--- config.mk ---
export PLATFORM = sky130hd
export DESIGN_NAME = temp_sensor_ctrl
export DESIGN_NICKNAME = d
export VERILOG_FILES = /design/src/rtl/temp_sensor_pkg.sv /design/src/rtl/temp_spi_shifter.sv /design/src/rtl/temp_sensor_ctrl.sv
export SDC_FILE = /design/constraint.sdc
export NUM_CORES = 1
export LEC_CHECK = 0
export ABC_AREA = 1
export CAP_MARGIN = 10
export CELL_PAD_IN_SITES_DETAIL_PLACEMENT = 2
export CELL_PAD_IN_SITES_GLOBAL_PLACEMENT = 2
export CORE_MARGIN = 2
export CORE_UTILIZATION = 30
export DETAILED_ROUTE_END_ITERATION = 8
export PLACE_DENSITY_LB_ADDON = 0.05
export RECOVER_POWER = 50
export SLEW_MARGIN = 15
export SYNTH_ARGS = -nofsm -noshare
export SYNTH_HDL_FRONTEND = slang
export SYNTH_HIERARCHICAL = 1
export SYNTH_SLANG_ARGS = --single-unit
--- constraint.sdc ---
create_clock -name clk -period 3.8 [get_ports clk]
set_input_delay 0.76 -clock clk [delete_from_list [all_inputs] [get_ports clk]]
set_output_delay 0.76 -clock clk [all_outputs]
set_load 0.03 [all_outputs]
--- src/rtl/temp_sensor_pkg.sv ---
// Shared constants for the temperature-sensor controller: register offsets,
// STATUS/CTRL bit positions and the SPI sequencing state encoding.
package temp_sensor_pkg;

  localparam logic [31:0] TempSensorBase = 32'h7004_0000;

  // Word offsets, i.e. addr[3:2]
  localparam logic [1:0] RegStatus = 2'h0;
  localparam logic [1:0] RegCtrl   = 2'h1;
  localparam logic [1:0] RegData   = 2'h2;
  localparam logic [1:0] RegClkdiv = 2'h3;

  localparam int unsigned StatusBusyBit = 0;
  localparam int unsigned StatusDoneBit = 1;
  localparam int unsigned CtrlStartBit  = 0;
  localparam int unsigned CtrlIeBit     = 1;

  typedef enum logic [2:0] {
    StIdle,
    StCsSetup,
    StShift,
    StCsHold,
    StDone
  } spi_state_e;

endpackage

--- src/rtl/temp_spi_shifter.sv ---
// SPI mode-0 conversion sequencer: chip-select framing, sclk generation with a
// programmable half period, bit counting and MSB-first shift-in of the result.
module temp_spi_shifter
  import temp_sensor_pkg::*;
#(
  parameter int unsigned DATA_W = 16
) (
  input  logic              clk,
  input  logic              rst,
  input  logic              start,
  input  logic [8:0]        half,
  output logic              done,
  output logic [DATA_W-1:0] result,
  output logic              cs_n,
  output logic              sclk,
  input  logic              miso
);

  localparam logic [5:0] BitLast = 6'(DATA_W - 1);

  spi_state_e        state_q, state_d;
  logic [8:0]        cnt_q, cnt_d;
  logic [8:0]        half_q, half_d;
  logic [5:0]        bit_q, bit_d;
  logic              sclk_q, sclk_d;
  logic [DATA_W-1:0] shreg_q, shreg_d;
  logic              last_cnt;

  assign last_cnt = (cnt_q == half_q - 9'd1);

  always_comb begin
    state_d = state_q;
    cnt_d   = cnt_q;
    half_d  = half_q;
    bit_d   = bit_q;
    sclk_d  = sclk_q;
    shreg_d = shreg_q;
    unique case (state_q)
      StIdle: begin
        if (start) begin
          state_d = StCsSetup;
          cnt_d   = '0;
          bit_d   = '0;
          half_d  = half;
          shreg_d = '0;
        end
      end
      StCsSetup: begin
        if (last_cnt) begin
          state_d = StShift;
          cnt_d   = '0;
        end else begin
          cnt_d = cnt_q + 9'd1;
        end
      end
      StShift: begin
        if (last_cnt) begin
          cnt_d = '0;
          if (!sclk_q) begin
            // Sample on the edge that raises sclk; the sensor changes data on falling edges
            sclk_d  = 1'b1;
            shreg_d = (shreg_q << 1) | DATA_W'(miso);
          end else begin
            sclk_d = 1'b0;
            if (bit_q == BitLast) begin
              state_d = StCsHold;
            end else begin
              bit_d = bit_q + 6'd1;
            end
          end
        end else begin
          cnt_d = cnt_q + 9'd1;
        end
      end
      StCsHold: begin
        if (last_cnt) begin
          state_d = StDone;
        end else begin
          cnt_d = cnt_q + 9'd1;
        end
      end
      StDone: begin
        state_d = StIdle;
      end
      default: begin
        state_d = StIdle;
      end
    endcase
  end

  always_ff @(posedge clk or negedge rst) begin
    if (!rst) begin
      state_q <= StIdle;
      cnt_q   <= '0;
      half_q  <= '0;
      bit_q   <= '0;
      sclk_q  <= 1'b0;
      shreg_q <= '0;
    end else begin
      state_q <= state_d;
      cnt_q   <= cnt_d;
      half_q  <= half_d;
      bit_q   <= bit_d;
      sclk_q  <= sclk_d;
      shreg_q <= shreg_d;
    end
  end

  assign done   = (state_q == StDone);
  assign result = shreg_q;
  assign cs_n   = !((state_q == StCsSetup) || (state_q == StShift));
  assign sclk   = sclk_q;

endmodule

--- src/rtl/temp_sensor_ctrl.sv ---
// Memory-mapped temperature-sensor controller (STATUS/CTRL/DATA/CLKDIV).
// Define TEMP_SENSOR_IRQ_EN to add the CTRL.IE bit and the registered irq_o output.
module temp_sensor_ctrl
  import temp_sensor_pkg::*;
#(
  parameter int unsigned DATA_W  = 16,
  parameter int unsigned DIV_RST = 1,
  parameter int unsigned ADDR_W  = 32
) (
  input  logic              clk,
  input  logic              rst,
  input  logic              req_i,
  input  logic              we_i,
  input  logic [ADDR_W-1:0] addr_i,
  input  logic [31:0]       data_i,
  output logic [31:0]       data_o,
  output logic              sens_cs_n_o,
  output logic              sens_sclk_o,
  input  logic              sens_miso_i
`ifdef TEMP_SENSOR_IRQ_EN
  ,
  output logic              irq_o
`endif
);

  logic              wr, rd;
  logic [1:0]        off;
  logic              start_acc;
  logic              busy_q, busy_d;
  logic              done_q, done_d;
  logic [DATA_W-1:0] data_q, data_d;
  logic [7:0]        clkdiv_q, clkdiv_d;
  logic [8:0]        half;
  logic              shift_done;
  logic [DATA_W-1:0] shift_result;
  logic              ie;
  logic              unused_bits;

  assign wr  = req_i & we_i;
  assign rd  = req_i & ~we_i;
  assign off = addr_i[3:2];

  // A start while a conversion (including its DONE cycle) is in flight is dropped
  assign start_acc = wr && (off == RegCtrl) && data_i[CtrlStartBit] && !busy_q;
  assign half      = {1'b0, clkdiv_q} + 9'd1;

  assign unused_bits = ^{addr_i[ADDR_W-1:4], addr_i[1:0], data_i[31:8]};

  always_comb begin
    busy_d   = busy_q;
    done_d   = done_q;
    data_d   = data_q;
    clkdiv_d = clkdiv_q;
    if (start_acc) begin
      busy_d = 1'b1;
    end else if (shift_done) begin
      busy_d = 1'b0;
    end
    // Setting done outranks a simultaneous W1C
    if (shift_done) begin
      done_d = 1'b1;
      data_d = shift_result;
    end else if (start_acc) begin
      done_d = 1'b0;
    end else if (wr && (off == RegStatus) && data_i[StatusDoneBit]) begin
      done_d = 1'b0;
    end
    if (wr && (off == RegClkdiv)) begin
      clkdiv_d = data_i[7:0];
    end
  end

  always_ff @(posedge clk or negedge rst) begin
    if (!rst) begin
      busy_q   <= 1'b0;
      done_q   <= 1'b0;
      data_q   <= '0;
      clkdiv_q <= 8'(DIV_RST);
    end else begin
      busy_q   <= busy_d;
      done_q   <= done_d;
      data_q   <= data_d;
      clkdiv_q <= clkdiv_d;
    end
  end

`ifdef TEMP_SENSOR_IRQ_EN
  logic ie_q;
  logic irq_q;

  always_ff @(posedge clk or negedge rst) begin
    if (!rst) begin
      ie_q  <= 1'b0;
      irq_q <= 1'b0;
    end else begin
      if (wr && (off == RegCtrl)) begin
        ie_q <= data_i[CtrlIeBit];
      end
      irq_q <= done_q & ie_q;
    end
  end

  assign ie    = ie_q;
  assign irq_o = irq_q;
`else
  assign ie = 1'b0;
`endif

  always_comb begin
    data_o = '0;
    if (rd) begin
      unique case (off)
        RegStatus: begin
          data_o[StatusBusyBit] = busy_q;
          data_o[StatusDoneBit] = done_q;
        end
        RegCtrl:   data_o[CtrlIeBit] = ie;
        RegData:   data_o = 32'(data_q);
        RegClkdiv: data_o[7:0] = clkdiv_q;
        default:   data_o = '0;
      endcase
    end
  end

  temp_spi_shifter #(
    .DATA_W(DATA_W)
  ) u_shifter (
    .clk   (clk),
    .rst   (rst),
    .start (start_acc),
    .half  (half),
    .done  (shift_done),
    .result(shift_result),
    .cs_n  (sens_cs_n_o),
    .sclk  (sens_sclk_o),
    .miso  (sens_miso_i)
  );

endmodule

-- Word level (Yosys, flattened, before mapping)
Index checks and enable logic that the tools add are counted.
Widths: inputs -> output; s select.
- register bits after elaboration: 70
- input port bits: 69
- output and inout port bits: 34
- add/subtract/negate cells: 4
- equality and inequality tests: 18
- muxes and demuxes: 31
- bitwise operators: 4
- reductions and logical operators: 22
- operators with widths (kind ; number):
    $mux 16 ; 4
    $pmux 16 s2 ; 1
    $mux 9 ; 3
    $pmux 9 s3 ; 1
    $mux 6 ; 4
    $pmux 6 s2 ; 2
    $mux 3 ; 6
    $or 16x1->16 ; 1
    $pmux 3 s4 ; 1
    $ne 2x1->1 const B ; 5
    $add 8x1->9 const B ; 1
    $add 9x1->9 const B ; 1
    $eq 9x9->1 ; 1
    $sub 9x1->9 const B ; 1
    $mux 8 ; 1
    $ne 2x2->1 const B ; 4
    $add 6x1->6 const B ; 1
    $eq 3x2->1 const B ; 2
    $eq 6x4->1 const B ; 1
    $logic_and 1x1->1 ; 6
    $mux 1 ; 6
    $reduce_and 6->1 ; 1
    $reduce_bool 3->1 ; 2
    $reduce_and 5->1 ; 1
    17 further kinds ; 22

-- Depth between registers and ports, before layout
Gate-level depths: netlist (run 1).
- depth in word-level cells: 6
- depth in mapped cells: 15
- gate-level depth less buffers: 14

-- By module
Netlist (run 1), hierarchy kept.
- modules (own cells, without submodules) (module ; instances ; cells each ; area each (um^2) ; seq. area each (um^2)):
    temp_spi_shifter ; 1 ; 349 ; 2643.8 ; 1101.1
    temp_sensor_ctrl ; 1 ; 204 ; 1500.2 ; 651.9

-- Worst setup path before layout (run 1)
Ideal clock, no wire load.
- kind: input port to output port
- from: input port req_i
- to: output port data_o[11]
- data arrival time: 1.845 ns
- required time: 3.040 ns
- slack: 1.195 ns
- stages on the path: 5
- path buffers: 1
- path through: inv_1 > nor2_1 > inv_1 > buf_2 > nor3_1
- longest elaborated chain between the ends: 2
- RTL lines (what ; line ; text):
    from (decl) ; temp_sensor_ctrl.sv:12 ; input logic req_i,
    $and 1x1->1 ; temp_sensor_ctrl.sv:40 ; assign rd = req_i & ~we_i;
    $mux 16 ; temp_sensor_ctrl.sv:111 ; if (rd) begin
    to (decl) ; temp_sensor_ctrl.sv:16 ; output logic [31:0] data_o,
Every way passes these cells.

-- Worst setup path in the final report (run 1)
- from: input port req_i
- to: output port data_o[7]
The elaborated chain is that of the path after synthesis.

==> results of run 1 <==
-- registers in the layout, summed over array words and instances, names as in the netlist --
signal             count
data_q                16
u_shifter/sclk         1
u_shifter/cnt_q        9
clkdiv_q               8
u_shifter/half_q       9
u_shifter/state_q      3
u_shifter/bit_q        6
done_q                 1
busy_q                 1
u_shifter/result      16
-- metal layers --
metal  vias up  GRT usage (%)
li1       1746              -
met1      1763           20.7
met2        30           29.5
met3         9           4.31
met4         0           3.74
met5         -              0
-- critical path, delay by kind of cell --
kind	cells	cell delay [ns]
buffers and inverters	4	1.50
AO/OA/AOI/OAI	1	0.25
AND/OR/NAND/NOR	1	0.17
-- power by group through the flow --
stage                     registers [mW]  clock network [mW]  logic (mW)
after floorplan                    0.794                   0      0.0911
after global placement             0.800                   0       0.134
after detailed placement           0.802                   0       0.137
after CTS                          0.789               0.971       0.138
after global routing               0.793               0.999       0.149
final                              0.789               0.937       0.131
-- final cells by class --
type,count,share of cell area [%]
clock buffer,11,5.01
clock inverter,5,1.68
inverter,62,4.86
multi-input combinational,407,41.0
sequential,70,36.2
tap,176,4.55
timing repair buffer,35,6.72
-- layout by cell type (no fill, tap or decap), types with 15 or more instances in the layout --
cell / Yosys / routed
o21ai_0: 17 / 17
nand2_2: 15 / 15
o21ai_2: 22 / 22
nand2_1: 193 / 193
nand3_1: 32 / 32
conb_1: 1 / 16
a21oi_1: 15 / 15
nor2_1: 40 / 41
dfrtp_1: 69 / 69
inv_1: 53 / 53
xor2_1: 17 / 17
clkdlybuf4s50_1: 0 / 31
-- metrics by stage --
step / setup WS [ns] / utilization, % / instances / hold WS, ns
floorplan: 1.19 / - / 568 / 0.442
global placement: 0.351 / 34.0 / 750 / 0.456
detailed placement: 0.330 / 34.0 / 750 / 0.464
CTS: 0.319 / 36.5 / 766 / 0.479
global route: 0.167 / 36.3 / 766 / 0.504
finish: 0.357 / 36.3 / 766 / 0.472
-- synthesized netlist by cell type, types with 2 or more instances --
library cell,number,area (um2)
a21oi_1,15,75.1
buf_2,4,20.0
buf_4,16,120
buf_6,6,67.6
clkbuf_1,3,11.3
clkinv_1,2,7.51
dfrtp_1,69,1730
ha_1,4,50.1
inv_1,53,199
inv_2,6,22.5
nand2_1,193,724
nand2_2,15,93.8
nand2_4,2,22.5
nand3_1,32,160
nand4_1,3,18.8
nor2_1,40,150
nor2_2,5,31.3
nor2_4,3,33.8
nor3_1,10,50.1
nor3_2,2,20.0
o21ai_0,17,85.1
o21ai_1,2,10.0
o21ai_2,22,193
or2_2,4,25.0
xor2_1,17,149
-- kinds of logic (layout without fill, tap and decap cells) --
group / Yosys count / after routing
AOI/OAI and AO/OA: 57 / 57
xor gates and xnor gates: 18 / 18
adders and majority gates: 4 / 4
buffers and inverters: 91 / 113
DFF: 70 / 70
muxes: 1 / 1
other: 1 / 16
and+or+nand+nor: 311 / 311
-- how the worst max path moves through the flow --
stage | from | to | slack [ns] | depth (start not counted)
after global routing | req_i | data_o[14] | 0.17 | 6
after CTS | req_i | data_o[7] | 0.32 | 6
after floorplan | req_i | data_o[11] | 1.19 | 5
final | req_i | data_o[7] | 0.36 | 6
after detailed placement | req_i | data_o[7] | 0.33 | 6
after global placement | addr_i[3] | data_o[1] | 0.35 | 8
==> flow_summary.json, run 1 <==
{
  "status": "finished with violations",
  "first_pass_iters": 4,
  "r2r_start": "u_shifter/state_q[2]",
  "yosys_warnings": 6,
  "powerDensity_nw_per_um2": 383,
  "antenna_found_initial": 0,
  "p_int_mw": 1.40,
  "vias": 3548,
  "slowest_delay_ns": 0.71,
  "reg2reg_slack_ns": 1.33,
  "viasPerCell": 4.63,
  "synth_area_per_cell_um2": 7.49,
  "violations": "max-capacitance violations, max-slew violations",
  "cts_tree": "yes",
  "switching_share_pct": 24.6,
  "maxSlewViolCount": 30,
  "grt_pass1_wl_mm": 19.4,
  "slew_headroom_pct": -13.6,
  "fin_crit_sh_pct": 90.6,
  "synth.yosys.seq_area_share_pct": 42.3,
  "synth-simple-area-share_pct": 32.4,
  "num_antenna_cells": 0,
  "synth-compound-area-share_pct": 8.94,
  "pwr-share-seq_pct": 42.5,
  "fillers": 1596,
  "multi_input_area_um2": 1990,
  "hp-class": "flop to flop",
  "die_w_um": 122,
  "whs_path_depth": 2,
  "startpoint_type": "input port",
  "highest_layer": "met4",
  "netSwitchingPower_mw": 0.457,
  "post_cts_resized": 0,
  "max_freq_mhz": 290,
  "wl_met2_mm": 5.48,
  "path_max_fanout": 14,
  "synthArstFlopShare_pct": 100,
  "start_util_pct": 31.0,
  "wl_met1_mm": 5.09,
  "maxCapViolCount": 1,
  "r2r-end": "data_q[6]",
  "cts_root_buf": "clkbuf_16",
  "p_total_mw": 1.86,
  "route.detailed.drc": 0,
  "cp_cell_sequence": "clkdlybuf4s50_1, inv_1, nor2_1, inv_1, a21oi_1, clkdlybuf4s50_1",
  "wirelength_mm": 11.0,
  "post_cts_buffers": 0,
  "finalHoldViolations": 0,
  "worst_pin_slew_ns": 1.70,
  "grt_usage_pct": 16.8,
  "critPathCaptureType": "output pin",
  "die_area_um2": 14800,
  "arrival_ns": 2.68,
  "ys_ff_latch": 70,
  "rows": 42,
  "area_growth_pct": 16.9,
  "syn_area_um2": 4140,
  "slowest_stage": "clkdlybuf4s50_1",
  "worstPathRequired_ns": 3.04,
  "drive_above_1_share_pct": 12.9,
  "r2r_cells": 6,
  "core_um2": 13300,
  "cts.sinks": 70,
  "synth_ff_type": "dfrtp_1",
  "grt_max_degree": 33,
  "setup-violations-final": 0,
  "placed_area_um2": 4540,
  "overflow": 0,
  "comb_power_share_pct": 7.1,
  "clk_latency_ns": 0.35,
  "ctsHoldBuffers": 0,
  "grt_pass1_vias": 3992,
  "route.met3.wl_um": 273,
  "io_pins": 103,
  "regArea_um2": 1750,
  "clk_path_buf_depth": 2,
  "place_hpwl_mm": 8.20,
  "synth_adder_area_share_pct": 1.21,
  "gp_congestion": 0.747,
  "design_area_um2": 4840,
  "pwr-share-clk_pct": 50.5,
  "synthDistinctLibCells": 33,
  "nets": 658,
  "max-vdd-ir-drop_mv": 0.287,
  "min-delay-start": "data_q[2]",
  "hold_end": "data_q[2]",
  "io_buffers": 32,
  "ant_nets": 0,
  "synth-xor-area-share_pct": 3.80,
  "rsz0062_at_grt": "no",
  "worstSetupPathType": "input port to output pin",
  "ctsHtreeMaxLevel": 3,
  "finalClockSkew_ns": 0.00827,
  "synth-edff-count": 0,
  "die_h_um": 122,
  "fin_setup_tns_ns": 0,
  "netlist_instances": 553,
  "p_leak_nw": 2.34,
  "synth.area.mux_share_pct": 0.272,
  "synth_top_family_by_area": "simple AND/OR/NAND/NOR gates",
  "cts-buffers-inserted": 9,
  "cts.clk_slew.worst_paths_ns": 0.06,
  "drt_iter0_markers": 77,
  "finalCriticalPeriod_ns": 3.44,
  "routedWlPerCell_um": 14.3
}
No activity file was read; power rests on OpenSTA's default activity.
==> run 2, diff against run 1 <==
--- a/config.mk
+++ b/config.mk
@@ -10,12 +10,11 @@
 export CELL_PAD_IN_SITES_DETAIL_PLACEMENT = 2
 export CELL_PAD_IN_SITES_GLOBAL_PLACEMENT = 2
 export CORE_MARGIN = 2
-export CORE_UTILIZATION = 30
+export CORE_UTILIZATION = 29
 export DETAILED_ROUTE_END_ITERATION = 8
 export PLACE_DENSITY_LB_ADDON = 0.05
 export RECOVER_POWER = 50
 export SLEW_MARGIN = 15
 export SYNTH_ARGS = -nofsm -noshare
 export SYNTH_HDL_FRONTEND = slang
-export SYNTH_HIERARCHICAL = 1
 export SYNTH_SLANG_ARGS = --single-unit
==> run 2 against run 1 <==
The run ends with max-capacitance violations left. Final area is 3.1% lower. Sequential share of layout area increased by 1.1 points. Sequential power hardly changed. Power decreased by 1.0%. Routed wire length rose by 0.34%. Synthesized cell count decreased by 7.2%. Critical endpoint is now data_o[1].
==> flow_summary.json, run 2 <==
{
  "cp.buffers_inverters": 4,
  "synth_area_leaders": "dfrtp_1, nand2_1, nand3_1",
  "wirelength_mm": 11.0,
  "io_pins": 103,
  "die_area_um2": 14500,
  "finalHoldViolations": 0,
  "violations": "max-capacitance violations",
  "cts_tree": "yes",
  "vias": 3412,
  "synth_adder_area_share_pct": 1.27,
  "maxCapViolCount": 1,
  "critPathCaptureType": "output pin",
  "synth.yosys.seq_area_share_pct": 44.6,
  "syn_area_um2": 3930,
  "fin_setup_tns_ns": 0,
  "grt_pass1_vias": 3726,
  "cts.clk_slew.worst_paths_ns": 0.06,
  "synthDistinctLibCells": 39,
  "cts.sinks": 70,
  "fillers": 1605,
  "netlist_instances": 513,
  "worst_pin_slew_ns": 1.49,
  "cp_cell_sequence": "clkdlybuf4s50_1, buf_4, nand3_1, o21ai_0, o21ai_0, inv_1, clkdlybuf4s50_1",
  "dpl.cell_count": 712,
  "drt_iter0_markers": 113,
  "overflow": 0,
  "rows": 42,
  "ant_nets": 0,
  "synth.area.mux_share_pct": 0.860,
  "finalClockSkew_ns": 0.00573,
  "drive_above_1_share_pct": 9.60,
  "yosys_warnings": 0,
  "design_area_um2": 4690,
  "max_freq_mhz": 289,
  "slowest_stage": "clkdlybuf4s50_1",
  "gp_congestion": 0.782,
  "synth_area_leader_cell": "dfrtp_1",
  "fin_crit_sh_pct": 91.1,
  "grt_pass1_wl_mm": 18.8,
  "setup-violations-final": 0,
  "arrival_ns": 2.70,
  "synth-xor-area-share_pct": 2.23,
  "die_w_um": 120,
  "clk_path_buf_depth": 2,
  "path_max_fanout": 10,
  "cts-buffers-inserted": 9,
  "ctsHtreeMaxLevel": 3,
  "synth_area_per_cell_um2": 7.65,
  "max-vdd-ir-drop_mv": 0.172,
  "synth_ff_type": "dfrtp_1",
  "place_hpwl_mm": 8.24,
  "io_buffers": 32,
  "crit_family": "buffers and inverters",
  "final_cell_mix": "nand2_1, nand3_1, dfrtp_1, inv_1, nor2_1",
  "status": "finished with violations",
  "yosysMostFrequentCell": "nand2_1",
  "synthArstFlopShare_pct": 100,
  "clk_latency_ns": 0.34,
  "core_um2": 13200,
  "num_antenna_cells": 0,
  "slowest_delay_ns": 0.69,
  "routedWlPerCell_um": 15.1,
  "area_growth_pct": 19.6,
  "placed_area_um2": 4390,
  "synth-compound-area-share_pct": 5.86,
  "ys_top_cells_by_count": "nand2_1, nand3_1, dfrtp_1",
  "rsz0062_at_grt": "no",
  "ctsHoldBuffers": 0,
  "synth_top_family_by_area": "simple AND/OR/NAND/NOR gates",
  "grt_max_degree": 46,
  "ys_ff_latch": 70,
  "viasPerCell": 4.69,
  "p_leak_nw": 2.30,
  "finalNonFillerCells": 728,
  "worstPathRequired_ns": 3.04,
  "post_cts_resized": 0,
  "nets": 620,
  "route.detailed.drc": 0,
  "cts_root_buf": "clkbuf_16",
  "slew_headroom_pct": 0.341,
  "synth_top_area_share_pct": 44.0,
  "maxSlewViolCount": 0,
  "hp-class": "flop to flop",
  "startpoint_type": "input port",
  "synth-edff-count": 0,
  "final_common_cell": "nand2_1",
  "die_h_um": 120,
  "post_cts_buffers": 0,
  "powerDensity_nw_per_um2": 391,
  "first_pass_iters": 4,
  "finalCriticalPeriod_ns": 3.46,
  "grt_usage_pct": 16.6,
  "start_util_pct": 29.6,
  "synth-simple-area-share_pct": 35.6,
  "worstSetupPathType": "input port to output pin",
  "antenna_found_initial": 0
}
## run 2: cell count changes after synthesis, moves of 3 or more
cell / delta
nor3_1: -6
nor3b_1: +8
nand2_1: -37
buf_2: +3
inv_1: -16
xor2_1: -8
a21oi_1: -6
nand3_1: +43
nand2_2: -11
buf_6: -5
o21ai_2: -22
nor2_1: -3
o21ai_0: +7
clkbuf_1: +3
## run 2: final cells by class
cell class	count	area, um2	area share (%)
well taps	176	220	4.69
repair buffers	40	368	7.84
flip-flops and latches	70	1750	37.3
multi-input cells	381	1860	39.6
clock inverters	6	85.1	1.81
inverters	45	169	3.60
clock buffers	10	239	5.09
## run 2: cells by family after synthesis
logic type	count (synthesis)
and+or+nand+nor	307
buffers and inverters	77
muxes	3
DFF	70
adders and majority gates	4
AOI/OAI and AO/OA	41
xor gates and xnor gates	10
other	1
## run 2: power by group
part / total (mW) / leakage (nW) / internal (mW) / switching [mW]
clock: 0.920 / 0.154 / 0.590 / 0.330
sequential: 0.791 / 0.882 / 0.767 / 0.0236
combinational: 0.127 / 1.26 / 0.0413 / 0.0853
## run 2: path summary, 6_finish.rpt
check                      slack, ns           startpoint                  end  cells after the start
setup / recovery                0.34            addr_i[3]            data_o[1]                      7
hold / removal                  0.48           data_q[11]           data_q[11]                      2
setup reg to reg                1.46  u_shifter.half_q[0]  u_shifter.result[7]                     11
hold reg to reg                 0.48           data_q[11]           data_q[11]                      2
max in group asynchronous       1.17                  rst   u_shifter.bit_q[3]                      2
min in group asynchronous       0.77                  rst          clkdiv_q[2]                      1
## run 2: worst min-delay path, delay by kind of cell, from the launching register on
family	cells	cell delay [ns]
DFF	1	0.34
and+or+nand+nor	2	0.10
## run 2: through the flow
stage	setup slack [ns]	hold WS, ns	power, mW	utilization [%]
3_3_place_gp	0.355	0.455	0.934	33.2
3_5_place_dp	0.333	0.467	0.937	33.2
5_1_grt	0.178	0.506	1.92	35.4
6_report	0.339	0.476	1.84	35.4
4_1_cts	0.330	0.467	1.88	35.6
2_1_floorplan	1.05	0.441	0.884	-
## run 2: metal layers
metal | routed length, um | up-vias | global-route usage (%) | part of all wire, %
li1 | - | 1681 | - | -
met1 | 5150 | 1696 | 21.5 | 47
met2 | 5480 | 22 | 27.8 | 50
met3 | 178 | 13 | 2.83 | 1.6
met4 | 185 | 0 | 6.32 | 1.7
met5 | 0 | - | 0 | 0
==> run 3, diff against run 2 <==
--- a/config.mk
+++ b/config.mk
@@ -14,6 +14,7 @@
 export DETAILED_ROUTE_END_ITERATION = 8
 export PLACE_DENSITY_LB_ADDON = 0.05
 export RECOVER_POWER = 50
+export SETUP_SLACK_MARGIN = 0.3
 export SLEW_MARGIN = 15
 export SYNTH_ARGS = -nofsm -noshare
 export SYNTH_HDL_FRONTEND = slang
==> run 3 against run 2 <==
The flow still finishes with violations (max-capacitance violations). Fmax up 4.6%. Utilization up 0.19 points. Non-clock buffer count unchanged. Power about the same. Sequential power about the same. Count of clock-buffer cells in the layout unchanged. Via count about the same. Critical endpoint is now data_o[0]. Highest routed layer unchanged.
==> flow_summary.json, run 3 (synthesized netlist as in run 2, its figures left out) <==
{
  "wirelength_mm": 11.0,
  "dpl.cell_count": 712,
  "final_common_cell": "nand2_1",
  "ctsHtreeMaxLevel": 3,
  "route.detailed.drc": 0,
  "p_total_mw": 1.84,
  "die_h_um": 120,
  "vias": 3409,
  "powerDensity_nw_per_um2": 389,
  "slowest_delay_ns": 0.65,
  "place_ws_ns": 0.333,
  "max-vdd-ir-drop_mv": 0.172,
  "cts.clk_slew.worst_paths_ns": 0.06,
  "fin_crit_sh_pct": 87.1,
  "rsz0062_at_grt": "no",
  "area_growth_pct": 20.2,
  "finalNonFillerCells": 728,
  "grt_pass1_wl_mm": 18.8,
  "r2r_cells": 11,
  "path_max_fanout": 8,
  "clk_path_buf_depth": 2,
  "max_freq_mhz": 302,
  "viasPerCell": 4.68,
  "first_pass_iters": 4,
  "worst_slack_ns": 0.490,
  "finalCriticalPeriod_ns": 3.31,
  "finalHoldViolations": 0,
  "cts.sinks": 70,
  "drt_iter0_markers": 115,
  "startpoint_type": "input port",
  "final_cell_mix": "nand2_1, nand3_1, dfrtp_1, nor2_1, inv_1",
  "die_area_um2": 14500,
  "cts_tree": "yes",
  "ant_nets": 0,
  "num_antenna_cells": 0,
  "cp_cell_sequence": "clkdlybuf4s50_1, buf_4, nor2_1, inv_1, o221ai_1, nand2_1, inv_1, clkdlybuf4s50_1",
  "worst_pin_slew_ns": 1.49,
  "maxCapViolCount": 1,
  "worstSetupPathType": "input port to output pin",
  "core_um2": 13200,
  "die_w_um": 120,
  "slew_headroom_pct": 0.336,
  "r2r_start": "u_shifter.half_q[0]",
  "start_util_pct": 29.6,
  "gp_congestion": 0.782,
  "rows": 42,
  "io_pins": 103,
  "fin_setup_tns_ns": 0,
  "drive_above_1_share_pct": 9.78,
  "crit_family": "buffers and inverters",
  "critPathCaptureType": "output pin",
  "min-delay-start": "data_q[11]",
  "r2r-end": "u_shifter.result[7]",
  "p_leak_nw": 2.47,
  "violations": "max-capacitance violations",
  "post_cts_buffers": 0,
  "grt_max_degree": 46,
  "io_buffers": 32,
  "antenna_found_initial": 0,
  "maxSlewViolCount": 0,
  "routedWlPerCell_um": 15.1,
  "grt_usage_pct": 16.6,
  "arrival_ns": 2.55,
  "slowest_stage": "clkdlybuf4s50_1",
  "cp.buffers_inverters": 5,
  "hold_end": "data_q[11]",
  "whs_path_depth": 2,
  "status": "finished with violations",
  "place_hpwl_mm": 8.24,
  "grt_pass1_vias": 3726,
  "worstPathRequired_ns": 3.04,
  "finalClockSkew_ns": 0.00572,
  "nets": 620,
  "cts-buffers-inserted": 9,
  "overflow": 0,
  "cts_root_buf": "clkbuf_16",
  "reg2reg_slack_ns": 1.46,
  "clk_latency_ns": 0.34,
  "hp-class": "flop to flop",
  "setup-violations-final": 0,
  "worst_hold_slack_ns": 0.476,
  "ctsHoldBuffers": 0
}
[run 3: layout make-up]
| type | count | area (um2) |
|---|---|---|
| fill | 1601 | 8520 |
| multi-input combinational | 381 | 1860 |
| sequential | 70 | 1750 |
| timing repair buffer | 40 | 393 |
| clock buffer | 10 | 239 |
| tap | 176 | 220 |
| inverter | 45 | 169 |
| clock inverter | 6 | 85.1 |
[run 3: power breakdown]
group          internal, mW  total (mW)  switching (mW)
registers             0.767       0.791          0.0236
clock network         0.590       0.920           0.330
logic                0.0413       0.127          0.0854
[run 3: worst min-delay path: cells and delay by family (launching register included)]
family        cells  cell delay [ns]
flops             1             0.34
simple gates      2             0.10
[run 3: layer usage]
metal	up-vias	GRT usage [%]	wire [um]
met2	22	27.8	5480
met1	1693	21.5	5140
met5	-	0	0
li1	1681	-	-
met4	0	6.32	185
met3	13	2.83	186
[run 3: metrics by stage]
step                      instance area (um2)  util (%)
final                                    4720      35.6
after global placement                   4390      33.2
after detailed placement                 4390      33.2
after floorplan                          3980         -
after global routing                     4720      35.6
after CTS                                4710      35.6
[run 3: how the worst max path moves through the flow]
| stage | from | to | slack (ns) | cells after the start |
|---|---|---|---|---|
| finish | addr_i[2] | data_o[0] | 0.49 | 8 |
| CTS | addr_i[3] | data_o[15] | 0.33 | 4 |
| global placement | addr_i[3] | data_o[1] | 0.36 | 7 |
| global route | addr_i[2] | data_o[0] | 0.38 | 8 |
| detailed placement | addr_i[3] | data_o[12] | 0.33 | 4 |
| floorplan | addr_i[3] | data_o[10] | 1.05 | 3 |
[run 3: what timing repair did]
item,in CTS,in global routing
gates resized for setup,0,11
endpoints found under the setup margin,0,15
hold endpoints to repair,0,0
